**config.mk**
```make
export PLATFORM = sky130hd
export DESIGN_NAME = mem_port_arbiter
export DESIGN_NICKNAME = d
export VERILOG_FILES = /design/src/rtl/mem_port_arbiter_pkg.sv /design/src/rtl/mem_port_arbiter_timer.sv /design/src/rtl/mem_port_arbiter.sv
export SDC_FILE = /design/constraint.sdc
export NUM_CORES = 1
export LEC_CHECK = 0
export ABC_AREA = 0
export BUFFER_PORTS_ARGS = -buffer_cell sky130_fd_sc_hd__buf_2
export CAP_MARGIN = 20
export CORE_MARGIN = 4
export CORE_UTILIZATION = 48
export DETAILED_ROUTE_END_ITERATION = 7
export PLACE_DENSITY = 0.79
export REMOVE_ABC_BUFFERS = 1
export SLEW_MARGIN = 15
export SYNTH_ARGS = -nofsm -noshare
export SYNTH_HDL_FRONTEND = slang
export SYNTH_HIERARCHICAL = 1
export SYNTH_SLANG_ARGS = --single-unit
```
**constraint.sdc**
```tcl
create_clock -name clk -period 3.4 [get_ports clk]
set_clock_uncertainty 0.15 [all_clocks]
set_input_delay 0.68 -clock clk [delete_from_list [all_inputs] [get_ports clk]]
set_output_delay 0.68 -clock clk [all_outputs]
set_load 0.01 [all_outputs]
```
**src/rtl/mem_port_arbiter_pkg.sv**
```systemverilog
// Shared definitions for the fetch/data memory port arbiter.
//   state_e : arbiter FSM states (IDLE, BUSY_I, BUSY_D, RESP)
//   owner_e : which requester a grant goes to
//   pick_owner : data-over-fetch priority with a fetch starvation bound
package mem_port_arbiter_pkg;

  typedef enum logic [1:0] {
    S_IDLE   = 2'd0,
    S_BUSY_I = 2'd1,
    S_BUSY_D = 2'd2,
    S_RESP   = 2'd3
  } state_e;

  typedef enum logic [1:0] {
    OWN_NONE = 2'd0,
    OWN_I    = 2'd1,
    OWN_D    = 2'd2
  } owner_e;

  localparam int unsigned STARVE_W = 4;
  localparam int unsigned TMO_W    = 8;

  // Data wins unless fetch is waiting and has already been passed over
  // starve_max times in a row.
  function automatic owner_e pick_owner(
    input logic                if_req,
    input logic                d_req,
    input logic [STARVE_W-1:0] starve_cnt,
    input logic [STARVE_W-1:0] starve_max
  );
    owner_e own;
    own = OWN_NONE;
    if (d_req && (!if_req || (starve_cnt < starve_max))) begin
      own = OWN_D;
    end else if (if_req) begin
      own = OWN_I;
    end
    return own;
  endfunction

endpackage

```
**src/rtl/mem_port_arbiter_timer.sv**
```systemverilog
// Busy-state timeout counter for mem_port_arbiter.
//   clk, rst  : clock, asynchronous active-low reset
//   i_clr     : synchronous clear (held while not in a busy state)
//   i_en      : count enable (one increment per busy cycle)
//   o_tmo_hit : high during the TIMEOUT-th consecutive busy cycle
module mem_arb_timer
  import mem_port_arbiter_pkg::*;
#(
  parameter int unsigned TIMEOUT = 255
) (
  input  logic clk,
  input  logic rst,
  input  logic i_clr,
  input  logic i_en,
  output logic o_tmo_hit
);

  localparam logic [TMO_W-1:0] LP_LAST = TMO_W'(TIMEOUT - 1);

  logic [TMO_W-1:0] r_cnt;

  always_ff @(posedge clk or negedge rst) begin
    if (!rst) begin
      r_cnt <= '0;
    end else if (i_clr) begin
      r_cnt <= '0;
    end else if (i_en && (r_cnt != '1)) begin
      r_cnt <= r_cnt + TMO_W'(1);
    end
  end

  // r_cnt holds the number of busy cycles already completed, so the hit
  // lands on the TIMEOUT-th busy cycle and mem_req is high exactly TIMEOUT
  // cycles on an unanswered access.
  assign o_tmo_hit = i_en && (r_cnt == LP_LAST);

endmodule

```
**src/rtl/mem_port_arbiter.sv**
```systemverilog
// Arbitrates one single-port memory between the instruction-fetch port and
// the load/store data port, one req/ready transaction at a time.
//   clk, rst                       : clock, asynchronous active-low reset
//   if_req/if_addr                 : fetch request (held until if_valid)
//   if_rdata/if_valid              : fetched word, one-cycle completion pulse
//   lw_en/sw_en/d_addr/d_wdata     : load/store request (held until d_valid)
//   d_rdata/d_valid                : load data, one-cycle completion pulse
//   stall                          : pipeline hold while a request waits
//   mem_req/mem_we/mem_addr/mem_wdata : registered memory request
//   mem_rdata/mem_ready            : memory response
//   err                            : sticky error (timeout or lw+sw together)
module mem_port_arbiter
  import mem_port_arbiter_pkg::*;
#(
  parameter int unsigned ADDR_W     = 32,
  parameter int unsigned DATA_W     = 32,
  parameter int unsigned STARVE_MAX = 4,
  parameter int unsigned TIMEOUT    = 255
) (
  input  logic              clk,
  input  logic              rst,
  input  logic              if_req,
  input  logic [ADDR_W-1:0] if_addr,
  output logic [DATA_W-1:0] if_rdata,
  output logic              if_valid,
  input  logic              lw_en,
  input  logic              sw_en,
  input  logic [ADDR_W-1:0] d_addr,
  input  logic [DATA_W-1:0] d_wdata,
  output logic [DATA_W-1:0] d_rdata,
  output logic              d_valid,
  output logic              stall,
  output logic              mem_req,
  output logic              mem_we,
  output logic [ADDR_W-1:0] mem_addr,
  output logic [DATA_W-1:0] mem_wdata,
  input  logic [DATA_W-1:0] mem_rdata,
  input  logic              mem_ready,
  output logic              err
);

  localparam logic [STARVE_W-1:0] LP_STARVE_MAX = STARVE_W'(STARVE_MAX);

  state_e              r_state;
  state_e              w_state_nxt;
  owner_e              w_own;
  logic                w_d_req;
  logic                w_busy;
  logic                w_tmo_hit;
  logic [STARVE_W-1:0] r_starve_cnt;
  logic                r_mem_req;
  logic                r_mem_we;
  logic [ADDR_W-1:0]   r_mem_addr;
  logic [DATA_W-1:0]   r_mem_wdata;
  logic [DATA_W-1:0]   r_if_rdata;
  logic [DATA_W-1:0]   r_d_rdata;
  logic                r_if_valid;
  logic                r_d_valid;
  logic                r_err;

  assign w_d_req = lw_en | sw_en;
  assign w_own   = pick_owner(if_req, w_d_req, r_starve_cnt, LP_STARVE_MAX);
  assign w_busy  = (r_state == S_BUSY_I) || (r_state == S_BUSY_D);

  mem_arb_timer #(
    .TIMEOUT(TIMEOUT)
  ) u_timer (
    .clk      (clk),
    .rst      (rst),
    .i_clr    (!w_busy),
    .i_en     (w_busy),
    .o_tmo_hit(w_tmo_hit)
  );

  always_ff @(posedge clk or negedge rst) begin
    if (!rst) begin
      r_state <= S_IDLE;
    end else begin
      r_state <= w_state_nxt;
    end
  end

  always_comb begin
    w_state_nxt = r_state;
    case (r_state)
      S_IDLE: begin
        if (w_own == OWN_D) begin
          w_state_nxt = S_BUSY_D;
        end else if (w_own == OWN_I) begin
          w_state_nxt = S_BUSY_I;
        end
      end
      S_BUSY_I, S_BUSY_D: begin
        if (mem_ready || w_tmo_hit) begin
          w_state_nxt = S_RESP;
        end
      end
      S_RESP:  w_state_nxt = S_IDLE;
      default: w_state_nxt = S_IDLE;
    endcase
  end

  // Grant capture, response capture and the starvation counter. The valid
  // pulses default low so each is high for exactly the RESP cycle.
  always_ff @(posedge clk or negedge rst) begin
    if (!rst) begin
      r_starve_cnt <= '0;
      r_mem_req    <= 1'b0;
      r_mem_we     <= 1'b0;
      r_mem_addr   <= '0;
      r_mem_wdata  <= '0;
      r_if_rdata   <= '0;
      r_d_rdata    <= '0;
      r_if_valid   <= 1'b0;
      r_d_valid    <= 1'b0;
      r_err        <= 1'b0;
    end else begin
      r_if_valid <= 1'b0;
      r_d_valid  <= 1'b0;
      case (r_state)
        S_IDLE: begin
          if (w_own == OWN_D) begin
            r_mem_req   <= 1'b1;
            r_mem_we    <= sw_en;
            r_mem_addr  <= d_addr;
            r_mem_wdata <= d_wdata;
            if (lw_en && sw_en) begin
              r_err <= 1'b1;
            end
            if (!if_req) begin
              r_starve_cnt <= '0;
            end else if (r_starve_cnt < LP_STARVE_MAX) begin
              r_starve_cnt <= r_starve_cnt + STARVE_W'(1);
            end
          end else if (w_own == OWN_I) begin
            r_mem_req    <= 1'b1;
            r_mem_we     <= 1'b0;
            r_mem_addr   <= if_addr;
            r_starve_cnt <= '0;
          end
        end
        S_BUSY_I: begin
          if (mem_ready) begin
            r_mem_req  <= 1'b0;
            r_if_rdata <= mem_rdata;
            r_if_valid <= 1'b1;
          end else if (w_tmo_hit) begin
            r_mem_req  <= 1'b0;
            r_if_rdata <= '0;
            r_if_valid <= 1'b1;
            r_err      <= 1'b1;
          end
        end
        S_BUSY_D: begin
          if (mem_ready) begin
            r_mem_req <= 1'b0;
            r_d_valid <= 1'b1;
            if (!r_mem_we) begin
              r_d_rdata <= mem_rdata;
            end
          end else if (w_tmo_hit) begin
            r_mem_req <= 1'b0;
            r_d_rdata <= '0;
            r_d_valid <= 1'b1;
            r_err     <= 1'b1;
          end
        end
        default: ;
      endcase
    end
  end

  assign stall     = (if_req | lw_en | sw_en) & (r_state != S_RESP);
  assign mem_req   = r_mem_req;
  assign mem_we    = r_mem_we;
  assign mem_addr  = r_mem_addr;
  assign mem_wdata = r_mem_wdata;
  assign if_rdata  = r_if_rdata;
  assign if_valid  = r_if_valid;
  assign d_rdata   = r_d_rdata;
  assign d_valid   = r_d_valid;
  assign err       = r_err;

endmodule

```
[After elaboration in Yosys (flattened, before gate mapping)]
Cells that the tools add are included.
Word-level totals
  output and inout bits: 134
  word-level logic and storage cells: 92
  register bits: 147
  bits of input ports: 134
Operators by class
  reduce and logical (&&, ||, !) cells: 21
  add/sub/neg operators: 2
  mux-type cells: 34
  equality and inequality tests: 18
  bitwise operators: 4
  order comparisons: 1
Operators with widths (count)
  32-bit two-way mux: 6
  4-bit two-way mux: 4
  8-bit two-way mux: 2
  1-bit two-way mux: 15
  2-bit != test (second input constant): 6
  3-bit AND reduction: 3
  8-bit by 1-bit adder with 8-bit output (second input constant): 1
  8-bit equality test (second input constant): 1
  2-bit two-way mux: 4
  8-bit != test (second input constant): 1
  2-bit AND reduction: 4
  2-bit equality test (second input constant): 3
  3-bit != test (second input constant): 2
  2-bit case mux with 3 select lines: 1
  2-bit nonzero test: 3
  5-bit AND reduction: 1
  4-bit by 1-bit adder with 4-bit output (second input constant): 1
  2-bit by 1-bit equality test with 1-bit output (second input constant): 2
  1-bit logical AND: 4
  4-bit by 3-bit less-than comparator with 1-bit output (second input constant): 1
  2-bit by 1-bit != test with 1-bit output (second input constant): 2
  1-bit case mux with 2 select lines: 2
  1-bit logical OR: 3
  3-bit by 1-bit != test with 1-bit output (second input constant): 1
  other kinds (5): 7

[Logic depth before layout (Yosys ltp)]
  depth after elaboration: 8
  mapped depth: 9
  depth with buffers taken out: 7

[Cells and area by module]
The synthesis kept the hierarchy.
Modules (own cells, without submodules)
  mem_port_arbiter: instances 1, seq. area each 3478.3 um2, area each 6009.5 um2, cells an instance 521
  mem_arb_timer: instances 1, seq. area each 200.2 um2, area each 500.5 um2, cells an instance 51

[Worst setup path after synthesis]
No wires, ideal clock.
  path type: register -> register
  start: register r_state[0]
  end: register r_d_rdata[10], in the netlist d_rdata[10]
  required time: 3171 ps
  stages on the path, launching flop included: 10
  period minus slack after synthesis: 2352 ps
  path slack: 1048 ps
  path buffers: 2
  arrival: 2123 ps
  setup time: 79 ps
  cells stage by stage: dfrtp_1 -> inv_1 -> ha_1 -> and3_1 -> and3_1 -> nor2_1 -> nand3b_1 -> buf_2 -> buf_4 -> mux2i_1
Between the ends
  cells in the longest elaborated chain, start to end: 5
  elaborated cells between the ends (all ways): 6
  classes of those cells: eq/ne (2); reduce/logical (4)
RTL lines
  from (decl): line mem_port_arbiter.sv:44  | state_e r_state;
  from (signal assigned): line mem_port_arbiter.sv:79  | r_state <= w_state_nxt;
  2-bit by 1-bit equality test with 1-bit output / 2-bit equality test (equally long branches): line mem_port_arbiter.sv:63  | assign w_busy = (r_state == S_BUSY_I) || (r_state == S_BUSY_D);
  1-bit logical OR *: line mem_port_arbiter.sv:63
  via w_busy: line mem_port_arbiter.sv:48  | logic w_busy;
  1-bit logical AND *: line mem_port_arbiter_timer.sv:35  | assign o_tmo_hit = i_en && (r_cnt == LP_LAST);
  via w_tmo_hit: line mem_port_arbiter.sv:49  | logic w_tmo_hit;
  2-bit nonzero test (no line) *
  3-bit AND reduction (no line) *
  to (signal assigned): line mem_port_arbiter.sv:159  | r_d_rdata <= mem_rdata;
  to (decl): line mem_port_arbiter.sv:56  | logic [DATA_W-1:0] r_d_rdata;
The timed path passes the listed nets; every way through them passes the cells marked *.
A chain may end at the register's enable or synchronous reset.

[Worst setup path after layout]
  start: register r_state[0]
  end: register r_d_rdata[28], in the netlist d_rdata[28]
The elaborated chain is that of the path after synthesis.

==> results_dict.tcl <==
set metrics [dict create \
    hp-class "in2async" \
    hold_violations 0 \
    grt_pass1_wl_um 28230 \
    critPathTopFamily "simple AND/OR/NAND/NOR gates" \
    clock_sinks 147 \
    initialDrtViolationCount 405 \
    clock.fmax_ghz 0.3524 \
    dp_slack_ns 0.6376 \
    cp_slowest_cell "buf_4" \
    antenna_found_initial 0 \
    critPathKind "reg2reg" \
    synth_warnings 6 \
    clkSlewWorstSetupHoldPaths_ns 0.06 \
    ioPinCount 268 \
    critical_path.endpoint_type "register" \
    maxSlewHeadroom_pct 53.57 \
    rsz0062_at_grt "no" \
    required_ns 3.58 \
    yosysMostFrequentCell "dfrtp_1" \
    worst_pin_slew_ns 0.6868 \
    clk_latency_ns 0.42 \
    grt_max_degree 67 \
    grtUsageTotal_pct 22.27 \
    p_per_area_nw_per_um2 955.5 \
    initial_core_util_pct 49.16 \
    multiInputGateArea_um2 2474 \
    ys_seq_area_share_pct 56.51 \
    cts_setup_buffers 0 \
    fin_hold_ws_ns 0.1112 \
    netlist_area_um2 6510 \
    ys.flop_type "dfrtp_1" \
    synth_cell_types 41 \
    critPathArrivalTime_ns 3.01 \
    status "finished, final reports clean" \
    synthArstFlopShare_pct 100.0 \
    synth_edf_count 0 \
    finalCritPeriodShare_pct 83.46 \
    fin_total_pwr_mw 8.218 \
    path_common_cell "and3_1" \
    area_growth_pct 32.12 \
    ctsHtreeMaxLevel 4 \
    port_buffers 267 \
    die_x_um 124.5 \
    cts_tree "done" \
    vias 5462 \
    vdd_drop_max_mv 0.4471 \
    yosys.area.top_type "dfrtp_1" \
    drc 0 \
    antenna_cells 0 \
    fin_nets 974 \
    final.min_clock_period_ns 2.838 \
    post_cts_resized 0 \
    synthTopCellsByArea "dfrtp_1, mux2_4, mux2i_1" \
    grt_pass1_vias 5421 \
    fp-row-count 42 \
    core-area_um2 13240 \
    setup_viol 0 \
    drtAntennaViolNets 0 \
    hpwl_um 12280 \
    die_h_um 124.5 \
    wl_um 17270 \
    cts_buffers 17 \
    dp.cells 988 \
    grt.overflow.total 0 \
    timing.critical_path.buf_inv 2 \
    drive_gt1_share_pct 41.35 \
    dr.pass1.iters 5 \
    synth_seq_cells 147 \
    viasPerCell 5.355 \
    synth.avg_cell_area_um2 11.38 \
    slowest_delay_ns 0.46 \
    n_fill_cell 1047 \
    final-instance-count-excl-fill 1020 \
    synthCells 572 \
    clk_path_buf_depth 2 \
    slew_viol_final 0 \
    start_kind "register" \
    avgRoutedWirePerCell_um 16.93 \
    cp_max_fo 32 \
    timing.final.ws_setup_ns 0.5623 \
    leakagePower_nw 4.540 \
    place_congestion 0.8059 \
    setup_tns_ns 0 \
    synth_top_area_share_pct 56.51 \
    drv_cap 0 \
    seqCellArea_um2 3679 \
    ctsRootBufferMaster "clkbuf_16" \
    dieArea_um2 15490 \
    cts.hold.buffers_added 0 \
    path_cells "inv_1 -> ha_1 -> and3_1 -> and3_1 -> nor2_1 -> nand3b_1 -> buf_4 -> mux2i_1" \
    synth_common_cells "dfrtp_1, inv_1, nand2_1, nor2_1" \
]
## metrics by stage
step                util, %  cell area (µm²)
finish                64.95             8601
global route          64.95             8601
CTS                   64.95             8601
detailed placement    60.40             7999
global placement      60.40             7999
floorplan                 -             6302
## per-layer routing
metal	vias to the layer above	GRT usage (%)	wire [µm]
li1	2523	-	-
met2	252	35.62	8242
met5	-	0	0
met3	22	6.389	1417
met1	2665	29.47	7312
met4	0	7.028	292
## cells by family after synthesis
logic type | synth area share (%)
compound gates | 15.57
fa+ha+maj | 1.730
buf+inv | 5.555
flops | 56.51
mux | 12.82
simple gates | 7.822
## layout by cell type, fill, tap and decap left out, types with 9 or more instances in the layout
cell type	n
mux2i_1	32
buf_4	12
ha_1	9
a22o_1	32
a21oi_1	37
nand2_1	41
mux2_4	29
dfrtp_1	147
nor2_1	41
clkbuf_16	17
buf_2	266
a31oi_1	33
o21ai_0	37
inv_1	41
## state kept, by name (all words and copies together), names as in the netlist
| signal | flops |
|---|---|
| d_rdata | 32 |
| if_rdata | 32 |
| mem_addr | 32 |
| mem_wdata | 32 |
| u_timer/r_cnt | 8 |
| r_starve_cnt | 4 |
| r_state | 2 |
| d_valid | 1 |
| err | 1 |
| if_valid | 1 |
| mem_req | 1 |
| mem_we | 1 |
## power by group
group	switching, mW	internal (mW)
logic	1.73	1.57
clock network	0.723	1.17
registers	0.456	2.57
## final cells by class
class,count,area share [%]
Sequential cell,147,42.77
Clock inverter,12,1.804
Multi-Input combinational cell,343,28.76
Inverter,41,1.789
Clock buffer,20,5.193
Timing Repair Buffer,281,17.12
Tap cell,176,2.560
## worst paths after layout
path	startpoint	end	slack (ns)	depth (start not counted)
max in group asynchronous	rst	mem_addr[24]$_DFFE_PN0P_	2.27	2
hold / removal	rst	mem_wdata[12]$_DFFE_PN0P_	0.11	1
hold reg to reg	err$_DFFE_PN0P_	err$_DFFE_PN0P_	0.31	1
setup reg to reg	r_state[0]$_DFFE_PN0P_	d_rdata[28]$_DFFE_PN0P_	0.56	8
min in group clk	err$_DFFE_PN0P_	err$_DFFE_PN0P_	0.31	1
setup / recovery	r_state[0]$_DFFE_PN0P_	d_rdata[28]$_DFFE_PN0P_	0.56	8
No activity file was read; power rests on OpenSTA's default activity.
